<file path="src/rtl/cpu_pkg.sv">
// cpu_pkg
// Shared definitions for the boot-path blocks that sit between the
// program source and the CPU core.
//   loader_state_t : state encoding of the instruction-memory loader
//   INSTR_W        : width of one instruction word in bits
//   BYTES_PER_WORD : number of stream bytes packed into one instruction word
package cpu_pkg;

    typedef enum logic [2:0] {
        IDLE  = 3'd0,
        RECV  = 3'd1,
        WRITE = 3'd2,
        DONE  = 3'd3,
        ERROR = 3'd4
    } loader_state_t;

    localparam int INSTR_W        = 32;
    localparam int BYTES_PER_WORD = 4;

endpackage

</file>
<file path="src/rtl/imem_loader.sv">
// imem_loader
// Boot-time program loader. Takes a byte stream over a valid/ready
// handshake, packs every four bytes little-endian into an instruction word
// and writes the words into instruction memory at consecutive word-aligned
// addresses starting at BASE_ADDR. The CPU is held out of execution until
// the requested number of words has been written.
//
// Ports:
//   Clk        : system clock, rising edge
//   Clrn       : synchronous active-high reset
//   Start      : one-cycle load request (honoured in IDLE, DONE, ERROR)
//   Word_count : number of words to load, sampled with Start
//   Byte_in    : stream data byte
//   Byte_valid : stream data valid
//   Byte_ready : loader accepts a byte this cycle
//   Imem_we    : instruction-memory write strobe, one cycle per word
//   Imem_addr  : word-aligned byte address of the write
//   Imem_wdata : packed instruction word
//   Busy       : load in progress
//   Done       : load completed, held until the next Start
//   Err        : load aborted by stream timeout, held until the next Start
//   Cpu_run    : CPU release, same as Done
import cpu_pkg::*;

module imem_loader #(
    parameter logic [31:0] BASE_ADDR = 32'h0000_0000,
    parameter int          CNT_W     = 8,
    parameter int          TIMEOUT   = 1024,
    parameter int          TO_W      = 10
) (
    input  logic               Clk,
    input  logic               Clrn,
    input  logic               Start,
    input  logic [CNT_W-1:0]   Word_count,
    input  logic [7:0]         Byte_in,
    input  logic               Byte_valid,
    output logic               Byte_ready,
    output logic               Imem_we,
    output logic [31:0]        Imem_addr,
    output logic [INSTR_W-1:0] Imem_wdata,
    output logic               Busy,
    output logic               Done,
    output logic               Err,
    output logic               Cpu_run
);

    localparam int BI_W = $clog2(BYTES_PER_WORD);
    localparam logic [BI_W-1:0] LAST_BYTE = BI_W'(BYTES_PER_WORD - 1);
    localparam logic [TO_W-1:0] TO_LIMIT  = TO_W'(TIMEOUT - 1);

    loader_state_t      state_q;
    loader_state_t      state_d;
    logic [CNT_W-1:0]   count_q;
    logic [CNT_W-1:0]   index_q;
    logic [CNT_W-1:0]   index_next;
    logic [BI_W-1:0]    byte_idx_q;
    logic [TO_W-1:0]    tcnt_q;
    logic [INSTR_W-1:0] wdata_q;
    logic               accept;
    logic               idle_like;

    // A byte is only ever taken while receiving; the other states hold
    // Byte_ready low so the source is back-pressured.
    assign accept     = Byte_valid && (state_q == RECV);
    assign index_next = index_q + 1'b1;
    assign idle_like  = (state_q == IDLE) || (state_q == DONE) || (state_q == ERROR);

    // Next-state logic. The timeout only fires when no byte arrives on the
    // same edge, so a byte landing on the last allowed cycle still counts.
    always_comb begin
        state_d = state_q;
        case (state_q)
            IDLE, DONE, ERROR: begin
                if (Start) begin
                    state_d = (Word_count == '0) ? DONE : RECV;
                end
            end
            RECV: begin
                if (accept && (byte_idx_q == LAST_BYTE)) begin
                    state_d = WRITE;
                end else if (!accept && (tcnt_q == TO_LIMIT)) begin
                    state_d = ERROR;
                end
            end
            WRITE: begin
                state_d = (index_next == count_q) ? DONE : RECV;
            end
            default: state_d = IDLE;
        endcase
    end

    // State register plus the datapath: word count latch, word index,
    // byte index, idle-cycle counter and the word assembly register.
    always_ff @(posedge Clk) begin
        if (Clrn) begin
            state_q    <= IDLE;
            count_q    <= '0;
            index_q    <= '0;
            byte_idx_q <= '0;
            tcnt_q     <= '0;
            wdata_q    <= '0;
        end else begin
            state_q <= state_d;
            if (idle_like && Start) begin
                count_q    <= Word_count;
                index_q    <= '0;
                byte_idx_q <= '0;
                tcnt_q     <= '0;
            end
            if (state_q == RECV) begin
                if (accept) begin
                    wdata_q[{byte_idx_q, 3'b000} +: 8] <= Byte_in;
                    byte_idx_q <= byte_idx_q + 1'b1;
                    tcnt_q     <= '0;
                end else if (tcnt_q != TO_LIMIT) begin
                    tcnt_q <= tcnt_q + 1'b1;
                end
            end
            if (state_q == WRITE) begin
                index_q <= index_next;
            end
        end
    end

    // Outputs are decoded from the state; the write address always tracks
    // the word index so it reads BASE_ADDR straight out of reset.
    assign Byte_ready = (state_q == RECV);
    assign Busy       = (state_q == RECV) || (state_q == WRITE);
    assign Imem_we    = (state_q == WRITE);
    assign Done       = (state_q == DONE);
    assign Err        = (state_q == ERROR);
    assign Cpu_run    = Done;
    assign Imem_addr  = BASE_ADDR + (32'(index_q) << 2);
    assign Imem_wdata = wdata_q;

endmodule

</file>
<file path="config.mk">
export PLATFORM = sky130hd
export DESIGN_NAME = imem_loader
export DESIGN_NICKNAME = d
export VERILOG_FILES = /design/src/rtl/cpu_pkg.sv /design/src/rtl/imem_loader.sv
export SDC_FILE = /design/constraint.sdc
export NUM_CORES = 1
export LEC_CHECK = 0
export BUFFER_PORTS_ARGS = -buffer_cell sky130_fd_sc_hd__buf_2
export CAP_MARGIN = 20
export CORE_AREA = 5 5 104 106
export DETAILED_ROUTE_END_ITERATION = 10
export DIE_AREA = 0 0 109 111
export GPL_ROUTABILITY_DRIVEN = 0
export PLACE_DENSITY = 0.55
export SLEW_MARGIN = 20
export SYNTH_ARGS = -nofsm -noshare
export SYNTH_HDL_FRONTEND = slang
export SYNTH_SLANG_ARGS = --single-unit
</file>
<file path="constraint.sdc">
create_clock -name Clk -period 2.35 [get_ports Clk]
set_input_delay 0.235 -clock Clk [delete_from_list [all_inputs] [get_ports Clk]]
set_output_delay 0.235 -clock Clk [all_outputs]
set_load 0.05 [all_outputs]
</file>
==> impl_metrics.toml <==
[synthesis]
synth_compound_area_share_pct = 17.31
async_flop_share_pct = 0
synthTopCellsByArea = "dfxtp_1, a21oi_1, nand2_1"
synth_xor_area_share_pct = 2.386
yosys.area_share.adder_pct = 2.955
synth_top_area_cell = "dfxtp_1"
yosysSeqAreaShare_pct = 38.18
syn_area_mm2 = 0.003303
synthCells = 415
ys_types = 60
yosysWarnings = 0
synth.ff_latch_count = 63
synth.most_common_cell = "a21oi_1"
synth-edff-count = 0
synth_ff_type = "dfxtp_1"
synthMuxAreaShare_pct = 0.3030
synth_common_cells = "a21oi_1, nand2_1, dfxtp_1"
synth.avg_cell_area_um2 = 7.959
netlist.area_leader.share_pct = 38.18
synth_top_family_by_area = "simple AND/OR/NAND/NOR gates"
synth-simple-area-share_pct = 28.64

[route]
wire_per_inst_um = 13.88
wl_um = 8481
postRouteAntennaNets = 0
drt-initial-drc-count = 108
post-route-drc-count = 0
via_per_inst = 4.936
drt-pass1-iter-count = 4
via_count = 3016

[global_routing]
grt_pass1_vias = 2904
antenna_found_initial = 0
overflow = 0
grt_max_degree = 34
grt_usage_pct = 14.60
grt_pass1_wl_um = 14240

[floorplanning]
start_util_pct = 34.11
die_area_mm2 = 0.01210
coreArea_mm2 = 0.009684
rows = 36
num_io_pins = 90
fp.dieW_um = 109
dieHeight_um = 111

[cts]
post_cts_resized = 0
path_clk_slew_ns = 0.07
clockRootBuffer = "clkbuf_8"
tritoncts = "yes"
postCtsSetupBuffers = 0
htreeDepth = 3
cts_buffers = 9
cts_hold_buf = 0
cts_buffer_depth = 2
clk_latency_ns = 0.34
clock_sinks = 63

[cells_and_area]
layout.nets = 500
n_fill_cell = 1021
antenna_cells = 0
syn_to_final_growth_pct = 16.10
fin_cells = 611
drive_gt1_share_pct = 22.80

[critical_path]
critical_path_class = "reg2out"
worstReg2RegEnd = "state_q[1]"
critPathArrivalTime_ns = 1.61
cp.required_ns = 2.12
path_max_fanout = 11
rr_worst_depth = 6
reg2reg_setup_slack_ns = 0.55
critPathCaptureType = "primary output"
regToRegStartpoint = "index_q[0]"
worstSetupStartpointType = "flop"

[power]
power.leakage_nw = 1.553
p_comb_share_pct = 12.7
power.switching_w = 0.0006997
power_w = 0.002456
p_int_w = 0.001756
p_sw_share_pct = 28.49
peakVddDrop_mv = 0.2976
powerDensity_mw_per_mm2 = 640.4
p_clk_share_pct = 42.4
pwr-share-seq_pct = 44.9

[sta]
tns_ns = 0
worst_pin_slew_ns = 0.6355
rsz0062_at_grt = "no"
period_minus_slack_ns = 1.850
whs_ns = 0.1510
clock.fmax_mhz = 540.6
setup_viol = 0
relSlewSlack_pct = 57.63
finClkSkew_ns = 0.008227
final-max-slew-violation-count = 0
hold_viol = 0
timing.final.crit_share_pct = 78.72

[hold_path]
worstHoldStart = "Word_count[6]"
holdCritPathClass = "in2reg"
hold_depth = 3
hold_end = "count_q[6]"

[place]
dp_cells = 595
io_buffers = 65
hpwl_um = 6208

[outcome]
status = "finished, final reports clean"

[job]
max-cap-violations = 0
==> worst max-delay path by stage <==
stage / from / endpoint / slack (ns)
2_1_floorplan: index_q[0] / state_q[1] / 0.40
3_3_place_gp: index_q[0] / state_q[1] / 0.63
3_5_place_dp: index_q[0] / state_q[1] / 0.57
4_1_cts: state_q[1] / Imem_we / 0.48
5_1_grt: index_q[0] / state_q[1] / 0.34
6_report: state_q[1] / Imem_we / 0.50
==> per-stage QoR <==
step	util (%)	setup slack (ns)	cell area [um^2]
floorplan	-	0.3997	3390
global placement	37.34	0.6329	3616
detailed placement	37.34	0.5729	3616
CTS	39.60	0.4768	3835
global route	39.60	0.3431	3835
finish	39.60	0.5001	3835
==> power by group through the flow <==
stage	Clock, W	Sequential (W)	Combinational [W]
after floorplan	0	0.00114	0.000258
after global placement	0	0.00113	0.000313
after detailed placement	0	0.00113	0.000314
after CTS	0.00108	0.00110	0.000315
after global routing	0.00112	0.00111	0.000340
final	0.00104	0.00110	0.000312
==> worst max-delay path, stage by stage (launching register included) <==
cell and delay, ns:
dfxtp_1 0.44, and2b_1 0.19, nand2b_2 0.16, inv_2 0.19
buf_2 0.30
==> registers in the layout (all words and copies together), names as in the netlist <==
name	flops
count_q	8
byte_idx_q	2
tcnt_q	10
Imem_wdata	32
state_q	3
index_q	8
==> layer usage <==
metal / up-vias / routed length, um / global-route usage (%)
met1: 1399 / 3879 / 19.46
met4: 0 / 93 / 3.620
li1: 1519 / - / -
met3: 9 / 616 / 4.834
met2: 89 / 3892 / 22.60
met5: - / 0 / 0
==> placed cells by master (no fill, tap or decap), drive strengths merged, types with 2 or more instances in the layout <==
cell type	instances
o21ai	13
nor3b	5
nand3	44
nand4	3
inv	8
a21oi	67
or3	2
nor2b	2
nor3	6
a211oi	3
a31oi	4
xor2	4
nor2	22
o2111ai	2
buf	70
o21a	3
xnor2	5
nand2	65
bufinv	2
and4	2
nor4	4
and2	3
clkbuf	9
clkinv	4
and3	7
conb	24
nand3b	5
nand2b	5
ha	7
dfxtp	63
==> layout make-up <==
class | count | area (um^2) | area share [%]
multi-input cells | 321 | 1794 | 46.79
flip-flops and latches | 63 | 1261 | 32.89
repair buffers | 70 | 362.8 | 9.462
well taps | 133 | 166.4 | 4.339
clock buffers | 9 | 123.9 | 3.230
clock inverters | 7 | 95.09 | 2.480
inverters | 8 | 31.28 | 0.8157
==> logic make-up (layout without fill, tap and decap cells) <==
group / Yosys count / count (layout)
buffers and inverters: 54 / 94
muxes: 1 / 1
other: 1 / 24
adders and majority gates: 8 / 8
and+or+nand+nor: 180 / 180
DFF: 63 / 63
AOI/OAI and AO/OA: 99 / 99
xor gates and xnor gates: 9 / 9
(Power assumes the default switching activity.)
